**config.mk**
```make
export PLATFORM = sky130hd
export DESIGN_NAME = seg_capture
export DESIGN_NICKNAME = d
export VERILOG_FILES = /design/src/rtl/seg_capture.sv
export SDC_FILE = /design/constraint.sdc
export NUM_CORES = 1
export LEC_CHECK = 0
export ABC_AREA = 1
export BUFFER_PORTS_ARGS = -buffer_cell sky130_fd_sc_hd__buf_2
export CAP_MARGIN = 20
export CORE_UTILIZATION = 56
export CTS_BUF_LIST = sky130_fd_sc_hd__clkbuf_4
export CTS_CLUSTER_DIAMETER = 150
export DETAILED_ROUTE_END_ITERATION = 6
export PLACE_DENSITY = 0.82
export SLEW_MARGIN = 20
export SYNTH_ARGS = -nofsm -noshare
export SYNTH_HDL_FRONTEND = slang
export SYNTH_SLANG_ARGS = --single-unit
```
**constraint.sdc**
```tcl
create_clock -name clk_main -period 2.1 [get_ports clk_main]
set_clock_uncertainty 0.1 [all_clocks]
set_input_delay 0.42 -clock clk_main [delete_from_list [all_inputs] [get_ports clk_main]]
set_output_delay 0.42 -clock clk_main [all_outputs]
set_load 0.005 [all_outputs]
```
**src/rtl/seg_capture.sv**
```systemverilog
// seg_capture: samples a multiplexed 4-digit 7-segment bus, decodes each digit back
// to a hex nibble, republishes the 16-bit word and flags malformed bus activity.
module seg_capture #(
  parameter int STABLE_CYCLES = 4,
  parameter bit SEG_LAG       = 1'b1,
  parameter bit ACTIVE_LOW    = 1'b0
) (
  input  logic        clk_main,
  input  logic        rst_n,
  input  logic [3:0]  anodes_in,
  input  logic [6:0]  segments_in,
  output logic [15:0] data_out,
  output logic        data_valid,
  output logic        seg_err,
  output logic        anode_err,
  output logic        seq_err
);
  localparam logic [0:0] ST_HUNT    = 1'b0;
  localparam logic [0:0] ST_CAPTURE = 1'b1;
  localparam logic [3:0] CNT_MAX    = 4'(STABLE_CYCLES - 1);
  localparam logic [3:0] CNT_PRE    = 4'(STABLE_CYCLES - 2);
  localparam logic [3:0] AN_FIRST   = 4'b0001;

  // Returns {valid, nibble}; valid is clear for any pattern outside the hex font.
  function automatic logic [4:0] f_decode(input logic [6:0] seg);
    case (seg)
      7'h3F:   f_decode = {1'b1, 4'h0};
      7'h06:   f_decode = {1'b1, 4'h1};
      7'h5B:   f_decode = {1'b1, 4'h2};
      7'h4F:   f_decode = {1'b1, 4'h3};
      7'h66:   f_decode = {1'b1, 4'h4};
      7'h6D:   f_decode = {1'b1, 4'h5};
      7'h7D:   f_decode = {1'b1, 4'h6};
      7'h07:   f_decode = {1'b1, 4'h7};
      7'h7F:   f_decode = {1'b1, 4'h8};
      7'h6F:   f_decode = {1'b1, 4'h9};
      7'h77:   f_decode = {1'b1, 4'hA};
      7'h7C:   f_decode = {1'b1, 4'hB};
      7'h39:   f_decode = {1'b1, 4'hC};
      7'h5E:   f_decode = {1'b1, 4'hD};
      7'h79:   f_decode = {1'b1, 4'hE};
      7'h71:   f_decode = {1'b1, 4'hF};
      default: f_decode = 5'b0_0000;
    endcase
  endfunction

  logic [10:0] w_bus_in, r_sync1, r_sync2, r_hist, r_last_acc;
  logic [3:0]  r_cnt, r_mask, w_mask_nx, r_prev, w_prev_nx, w_anode, w_target;
  logic [0:0]  r_state, w_state_nx;
  logic [6:0]  w_seg;
  logic [4:0]  w_dec;
  logic [15:0] r_shadow, w_shadow_nx;
  logic        w_strike, w_accept, w_onehot, w_in_order, w_write;
  logic        w_pub_nx, w_aerr_nx, w_serr_nx, w_qerr_nx, r_pub;

  assign w_bus_in = {anodes_in, segments_in} ^ {11{ACTIVE_LOW}};
  // A pair already accepted is not re-accepted after a glitch restores it.
  assign w_strike = (r_sync2 == r_hist) && (r_cnt == CNT_PRE);
  assign w_accept = w_strike && (r_sync2 != r_last_acc);

  // Synchronizer and stability filter.
  always_ff @(posedge clk_main or negedge rst_n) begin
    if (!rst_n) begin
      r_sync1    <= 11'd0;
      r_sync2    <= 11'd0;
      r_hist     <= 11'd0;
      r_last_acc <= 11'd0;
      r_cnt      <= 4'd0;
    end else begin
      r_sync1 <= w_bus_in;
      r_sync2 <= r_sync1;
      r_hist  <= r_sync2;
      if (r_sync2 != r_hist) begin
        r_cnt <= 4'd0;
      end else if (r_cnt != CNT_MAX) begin
        r_cnt <= r_cnt + 4'd1;
      end else begin
        r_cnt <= r_cnt;
      end
      r_last_acc <= w_strike ? r_sync2 : r_last_acc;
    end
  end

  // Frame tracking: order checks, decode into the shadow word, completion detect.
  always_comb begin
    w_anode     = r_sync2[10:7];
    w_seg       = r_sync2[6:0];
    w_onehot    = (w_anode != 4'd0) && ((w_anode & (w_anode - 4'd1)) == 4'd0);
    w_dec       = f_decode(w_seg);
    w_target    = SEG_LAG ? r_prev : w_anode;
    w_in_order  = (w_anode == {r_prev[2:0], r_prev[3]});
    w_state_nx  = r_state;
    w_mask_nx   = r_mask;
    w_shadow_nx = r_shadow;
    w_prev_nx   = r_prev;
    w_write     = 1'b0;
    w_pub_nx    = 1'b0;
    w_aerr_nx   = 1'b0;
    w_serr_nx   = 1'b0;
    w_qerr_nx   = 1'b0;
    if (!w_accept) begin
      w_write = 1'b0;
    end else if (!w_onehot) begin
      w_aerr_nx  = 1'b1;
      w_state_nx = ST_HUNT;
      w_mask_nx  = 4'd0;
      w_prev_nx  = 4'd0;
    end else begin
      w_prev_nx = w_anode;
      // On frame entry a lagged segment belongs to the pre-frame digit and is dropped.
      if (r_state == ST_HUNT) begin
        if (w_anode == AN_FIRST) begin
          w_state_nx = ST_CAPTURE;
          w_mask_nx  = 4'd0;
          w_write    = !SEG_LAG;
        end else begin
          w_write = 1'b0;
        end
      end else if (w_in_order) begin
        w_write = 1'b1;
      end else if (w_anode == AN_FIRST) begin
        w_mask_nx = 4'd0;
        w_write   = !SEG_LAG;
      end else begin
        w_qerr_nx  = 1'b1;
        w_state_nx = ST_HUNT;
        w_mask_nx  = 4'd0;
      end
    end
    if (w_write && (w_target != 4'd0)) begin
      if (w_dec[4]) begin
        case (w_target)
          4'b0001: w_shadow_nx[11:8]  = w_dec[3:0];
          4'b0010: w_shadow_nx[7:4]   = w_dec[3:0];
          4'b0100: w_shadow_nx[3:0]   = w_dec[3:0];
          4'b1000: w_shadow_nx[15:12] = w_dec[3:0];
          default: w_shadow_nx        = r_shadow;
        endcase
        w_mask_nx = w_mask_nx | w_target;
      end else begin
        w_serr_nx = 1'b1;
      end
    end else begin
      w_serr_nx = 1'b0;
    end
    if (w_mask_nx == 4'hF) begin
      w_pub_nx  = 1'b1;
      w_mask_nx = 4'd0;
    end else begin
      w_pub_nx = 1'b0;
    end
  end

  // State, shadow word and registered outputs.
  always_ff @(posedge clk_main or negedge rst_n) begin
    if (!rst_n) begin
      r_state    <= ST_HUNT;
      r_mask     <= 4'd0;
      r_shadow   <= 16'd0;
      r_prev     <= 4'd0;
      r_pub      <= 1'b0;
      data_out   <= 16'd0;
      data_valid <= 1'b0;
      seg_err    <= 1'b0;
      anode_err  <= 1'b0;
      seq_err    <= 1'b0;
    end else begin
      r_state    <= w_state_nx;
      r_mask     <= w_mask_nx;
      r_shadow   <= w_shadow_nx;
      r_prev     <= w_prev_nx;
      r_pub      <= w_pub_nx;
      data_out   <= r_pub ? r_shadow : data_out;
      data_valid <= r_pub;
      seg_err    <= w_serr_nx;
      anode_err  <= w_aerr_nx;
      seq_err    <= w_qerr_nx;
    end
  end
endmodule

```
# [Word level (Yosys, flattened, before mapping)]
# Cells that the tools add are included.
[totals] register_bits=94 inputBits=13 out_inout_bits=20 elab_cells=92
[op_classes] addsub=2 eq_ne=28 muxes=30 bitwise=2 reduce_logical=12
[op_table] op="7-bit == test (second input constant)" count=12
[op_table] op="5-bit case mux with 16 select lines" count=1
[op_table] op="4-bit 2-to-1 mux" count=11
[op_table] op="11-bit inequality test" count=2
[op_table] op="1-bit 2-to-1 mux" count=18
[op_table] op="7-bit by 3-bit == test with 1-bit output (second input constant)" count=2
[op_table] op="7-bit by 6-bit == test with 1-bit output (second input constant)" count=2
[op_table] op="3-bit AND reduction" count=4
[op_table] op="11-bit == test" count=1
[op_table] op="4-bit by 1-bit == test with 1-bit output (second input constant)" count=2
[op_table] op="4-bit by 2-bit == test with 1-bit output (second input constant)" count=2
[op_table] op="4-bit == test (second input constant)" count=2
[op_table] op="4-bit nonzero test" count=2
[op_table] op="4-bit by 1-bit adder with 4-bit output (second input constant)" count=1
[op_table] op="4-bit AND" count=1
[op_table] op="4-bit by 3-bit == test with 1-bit output (second input constant)" count=1
[op_table] op="4-bit == test" count=1
[op_table] op="1-bit logical AND" count=4
[op_table] op="4-bit logical NOT" count=1
[op_table] op="4-bit by 2-bit inequality test with 1-bit output (second input constant)" count=1
[op_table] op="4-bit OR" count=1
[op_table] op="4-bit by 1-bit subtractor with 4-bit output (second input constant)" count=1
[op_table] op="2-bit nonzero test" count=1

# [Longest topological paths before layout]
[logic_depth] word_depth=11 ltp_mapped=15

# [Worst setup path before layout]
# Ideal clock, no wire load.
[synth_path] path_kind="register to register" from="register r_sync2[2]" to="register r_mask[0]" arrival_ps=1740 required_time_ps=1882 path_slack_ps=142 stages_incl_launch_ff=12 n_path_buf=1 cell_sequence="dfrtp_1 -> buf_2 -> xnor2_1 -> nand2_1 -> nor2_1 -> nand3_4 -> nor2_8 -> nand4_2 -> nand2_1 -> nand2_1 -> nor2_4 -> nor2_1"
[synth_via] elab_chain_len=9
[synth_rtl] element="start: declaration" line_no="47" rtl="logic [10:0] w_bus_in, r_sync1, r_sync2, r_hist, r_last_acc;"
[synth_rtl] element="start signal: assignment" line_no="71" rtl="r_sync2 <= r_sync1;"
[synth_rtl] element="11-bit == test" line_no="58" rtl="assign w_strike = (r_sync2 == r_hist) && (r_cnt == CNT_PRE);"
[synth_rtl] element="1-bit logical AND" line_no="58"
[synth_rtl] element="1-bit logical AND" line_no="59" rtl="assign w_accept = w_strike && (r_sync2 != r_last_acc);"
[synth_rtl] element="4-bit 2-to-1 mux" line_no="101" rtl="if (!w_accept) begin"
[synth_rtl] element="4-bit OR" line_no="139" rtl="w_mask_nx = w_mask_nx | w_target;"
[synth_rtl] element="4-bit 2-to-1 mux" line_no="131" rtl="if (w_dec[4]) begin"
[synth_rtl] element="4-bit 2-to-1 mux *" line_no="130" rtl="if (w_write && (w_target != 4'd0)) begin"
[synth_rtl] element="4-bit == test" line_no="146" rtl="if (w_mask_nx == 4'hF) begin"
[synth_rtl] element="4-bit 2-to-1 mux *" line_no="146"
[synth_rtl] element="net w_mask_nx[0]" line_no="48" rtl="logic [3:0] r_cnt, r_mask, w_mask_nx, r_prev, w_prev_nx, w_anode, w_target;"
[synth_rtl] element="end signal: assignment" line_no="169" rtl="r_mask <= w_mask_nx;"
[synth_rtl] element="end: declaration" line_no="48"
# Mark *: on every way through the listed nets, which the timed path passes. The rest lies on a longest branch.
# A chain may end at the register's enable or synchronous reset.

# [Final worst setup path]
[layout_path] from="register r_sync2[8]" to="register seq_err"
[layout_via] elab_chain_len=6
[layout_rtl] element="4-bit by 1-bit subtractor with 4-bit output or 4-bit by 1-bit == test with 1-bit output (tied branches)" line_no="88, 121"
[layout_rtl] element="4-bit AND or 1-bit 2-to-1 mux (tied branches)" line_no="88, 121"
[layout_rtl] element="4-bit logical NOT or 1-bit 2-to-1 mux (tied branches)" line_no="88, 119"
[layout_rtl] element="1-bit logical AND or 1-bit 2-to-1 mux (tied branches)" line_no="88, 111"
[layout_rtl] element="1-bit 2-to-1 mux" line_no="103" rtl="end else if (!w_onehot) begin"
[layout_rtl] element="1-bit 2-to-1 mux *" line_no="101"
[layout_rtl] element="net w_qerr_nx" line_no="54" rtl="logic w_pub_nx, w_aerr_nx, w_serr_nx, w_qerr_nx, r_pub;"
[layout_rtl] element="end signal: assignment" line_no="177" rtl="seq_err <= w_qerr_nx;"
[layout_rtl] element="end: declaration" line_no="16" rtl="output logic seq_err"
# Marked as above.

==> out/qor_table.md <==
| Item | Reported |
|:---|:---|
| Total number of clock tree sinks | 94 |
| Final worst path period need | 2.15 ns |
| Overall power of the completed layout | 2.93 mW |
| Number of register bits inferred by synthesis | 94 |
| Worst supply voltage drop on vdd | 0.000513 V |
| Initial cell density of the core | 58.3% |
| Depth of the CTS H-tree | 3 |
| Reg2reg end | seq_err |
| Detailed-route wire length per cell | 14.4 µm |
| Clock tree from TritonCTS | yes |
| Arrival time worst endpoint | 2.37 ns |
| Buffers from clock root to sink, at most | 2 |
| Residual DRC count | 0 |
| Average cell area after synthesis | 9.92 µm² |
| WP buf/inv | 2 |
| Final worst slack | -0.0503 ns |
| Initial detailed-routing violation count | 258 |
| Total I/O pin count | 33 |
| Via-per-instance ratio | 5.19 |
| Cell with the most instances after synthesis | sky130_fd_sc_hd__nand2_1 |
| Required time of the critical path | 2.32 ns |
| Number of hold violations in the final report | 0 |
| Top_reg_cell synth | sky130_fd_sc_hd__dfrtp_1 |
| Full die area | 7410 µm² |
| Result of the run | finished, violations left |
| Fmax achieved | 465 MHz |
| Final setup viols | 5 |
| Sort of element at the end of the critical path | flip-flop |
| Setup repair after global routing missed its margin | true |
| Slowest stage delay, CP | 0.48 ns |
| Overall die height | 86.1 µm |
| Seq/Total Area, Yosys | 59.4% |
| Slowest stage cell on the critical path | sky130_fd_sc_hd__dfrtp_2 |
| Total power density per cell area | 613 nW/µm² |
| MaxCap Viol Count | 0 |
| Setup CP Type | flip-flop to flip-flop |
| Number of antenna-violating nets in the routed design | 0 |
| Dpl hpwl | 5.12 mm |
| Worst R2R Setup Slack | -0.05 ns |
| Worst setup endpoint | seq_err |
| Number of search-and-repair iterations in the first detailed-routing pass | 5 |
| Critical-path maximum fanout | 8 |
| Post-synth net total | 414 |
| R2r worst-path depth | 11 |
| Part of the cycle the worst path needs | 102% |
| Leak pwr | 2.43 nW |
| Worst relative slew slack | 54.8% |
| Area leader, netlist | sky130_fd_sc_hd__dfrtp_1 |
| Failing checks | negative setup slack |
| Unique cell type count in the Yosys netlist | 32 |
| Worst hold path type | flip-flop to flip-flop |
| Standard-cell rows | 30 |
| TritonCTS buffer count | 9 |
| Tightest Pin Transition | 0.678 ns |
| PortBufs | 32 |
| Last weighted congestion value of the routability-driven placer | 0.903 |
| Cell family with the largest share of critical-path delay | simple AND/OR/NAND/NOR gates |
| Wire length of the first global-routing pass | 12.6 mm |
| Placement-stage cell area | 4290 µm² |
| Area growth from synthesis to layout | 20.8% |
| Reg clk slew, reported paths | 0.14 ns |
| Worst reg2reg startpoint | r_sync2[8] |
| Startpoint class of the critical path | flip-flop |
| Worst-Skew Late Latency | 0.45 ns |
| Yosys warning count | 0 |
| Most used cell, CP | sky130_fd_sc_hd__nand2_2 |
| Post-synthesis cell count | 399 |
| Antenna violations before repair | 0 |
| Fraction of final layout cells with drive strength greater than 1 | 29.4% |
| Top cell type's share of synthesized area | 59.4% |
| Horizontal die dimension | 86.1 µm |
| Instance count on the critical path | 11 |
| Gr ovfl total | 0 |
| Summed instance area of the synthesized netlist | 3960 µm² |
| CP Launch Point | r_sync2[8] |
| Count of flip-flops with a built-in enable after synthesis | 0 |
| Final-report max-slew violation count | 0 |
| Final routed wirelength across all metal layers | 8.15 mm |
| Crit-path cells | inv_2 -> nand2_2 -> nand2_2 -> nor2_2 -> nand2_2 -> nor2_4 -> nand3_4 -> nor2_8 -> buf_4 -> nand2_1 -> a2111oi_1 |
| Overall routing resource usage | 22.5% |
| Number of nets at the end of the flow | 480 |
| Largest net degree at the start of global routing | 95 |
| Post-route cell area | 4780 µm² |
| Synth async-reset ratio | 100% |
| Std-Cell Core Area | 6790 µm² |
| Via count | 2934 |
| Most area-consuming cells after synthesis | sky130_fd_sc_hd__dfrtp_1, sky130_fd_sc_hd__nand2_1, sky130_fd_sc_hd__mux2_2 |
| Antenna cells | 0 |
| Root buffer cell | sky130_fd_sc_hd__clkbuf_4 |
| Commonest cells in the netlist | sky130_fd_sc_hd__nand2_1, sky130_fd_sc_hd__dfrtp_1, sky130_fd_sc_hd__nor2_1, sky130_fd_sc_hd__inv_1, sky130_fd_sc_hd__o21ai_0 |
| Via count of the first global-routing pass | 2695 |
-- state kept, by name, indices dropped and copies added (netlist names) --
register and count:
r_state 1, data_out 16, r_shadow 16, seg_err 1, r_cnt 4, seq_err 1, r_prev 4, r_pub 1
r_last_acc 11, r_sync2 11, r_mask 4, r_sync1 11, anode_err 1, r_hist 11, data_valid 1
-- what timing repair did --
action                                  CTS  global route
hold endpoints to repair                105             0
gates resized for setup                  10            44
endpoints found under the setup margin    9            23
hold buffers                             12             0
buffers inserted                          1            12
pin swaps                                 0            16
-- area by class of cell --
cell class / count / area [µm²]
clock buffer: 9 / 67.6
clock inverter: 6 / 38.8
fill: 455 / 2010
inverter: 37 / 141
multi-input combinational: 256 / 1530
sequential: 94 / 2360
tap: 96 / 120
timing repair buffer: 67 / 518
-- per-layer routing --
layer  share of wire [%]  wire length [µm]  track usage, %  vias up
li1                    -                 -               -     1402
met1                  42              3450            30.6     1417
met2                  50              4080            35.1       89
met3                 4.7               386            3.85       26
met4                 2.8               230            11.1        0
met5                   0                 0               0        -
-- per-stage QoR --
stage / instances / hold WS (ns) / setup slack, ns / util [%] / TNS, ns
2_1_floorplan: 399 / 0.0244 / 0.142 / - / 0
3_5_place_dp: 525 / 0.235 / -0.0978 / 63.2 / -0.445
5_1_grt: 565 / 0.272 / -0.130 / 70.3 / -0.969
3_3_place_gp: 525 / 0.231 / -0.0110 / 63.2 / -0.0428
6_report: 565 / 0.265 / -0.0503 / 70.3 / -0.101
4_1_cts: 553 / 0.267 / 0.00487 / 67.1 / 0
-- cells in the final DEF, fill, tap and decap left out, types with 3 or more instances in the layout --
master | netlist | layout
sky130_fd_sc_hd__nand2_1 | 114 | 103
sky130_fd_sc_hd__dfrtp_1 | 94 | 84
sky130_fd_sc_hd__inv_1 | 31 | 31
sky130_fd_sc_hd__buf_2 | 6 | 31
sky130_fd_sc_hd__nor2_1 | 33 | 26
sky130_fd_sc_hd__buf_4 | 2 | 17
sky130_fd_sc_hd__mux2_2 | 16 | 16
sky130_fd_sc_hd__o21ai_0 | 25 | 16
sky130_fd_sc_hd__nand3_1 | 15 | 14
sky130_fd_sc_hd__xnor2_1 | 12 | 12
sky130_fd_sc_hd__dlygate4sd3_1 | 0 | 12
sky130_fd_sc_hd__nand2_2 | 0 | 11
sky130_fd_sc_hd__o21ai_1 | 3 | 10
sky130_fd_sc_hd__dfrtp_2 | 0 | 10
sky130_fd_sc_hd__clkbuf_4 | 0 | 9
sky130_fd_sc_hd__nor2_2 | 3 | 7
sky130_fd_sc_hd__nor2_4 | 3 | 6
sky130_fd_sc_hd__xor2_1 | 5 | 5
sky130_fd_sc_hd__inv_2 | 6 | 5
sky130_fd_sc_hd__nand4_4 | 2 | 4
sky130_fd_sc_hd__buf_12 | 0 | 4
sky130_fd_sc_hd__o31ai_1 | 3 | 3
sky130_fd_sc_hd__nor3_1 | 5 | 3
-- cell families (layout without fill, tap and decap cells) --
logic type / count (synthesis) / after routing / synth area share (%)
flip-flops: 94 / 94 / 59.4
AO/OA/AOI/OAI: 36 / 36 / 5.06
buffers and inverters: 49 / 119 / 5.03
XOR/XNOR: 17 / 17 / 3.76
multiplexers: 16 / 16 / 4.55
adder cells (fa/ha/maj): 2 / 2 / 0.632
AND/OR/NAND/NOR: 185 / 185 / 21.5
-- worst min-delay path by stage --
stage,from,to,slack (ns),cells after the start
final,r_sync1[5],r_sync2[5],0.27,0
after global routing,r_sync1[6],r_sync2[6],0.27,0
after CTS,r_sync1[6],r_sync2[6],0.27,0
after detailed placement,r_sync1[4],r_sync2[4],0.23,0
after global placement,r_sync1[0],r_sync2[0],0.23,0
after floorplan,rst_n,anode_err,0.02,0
-- where the power goes --
| part | switching [mW] | total, mW | leakage, nW | internal [mW] |
|---|---|---|---|---|
| Sequential | 0.0357 | 1.88 | 1.23 | 1.84 |
| Clock | 0.605 | 0.840 | 0.0596 | 0.235 |
| Combinational | 0.125 | 0.209 | 1.14 | 0.0847 |
No activity file was read; power rests on OpenSTA's default activity.
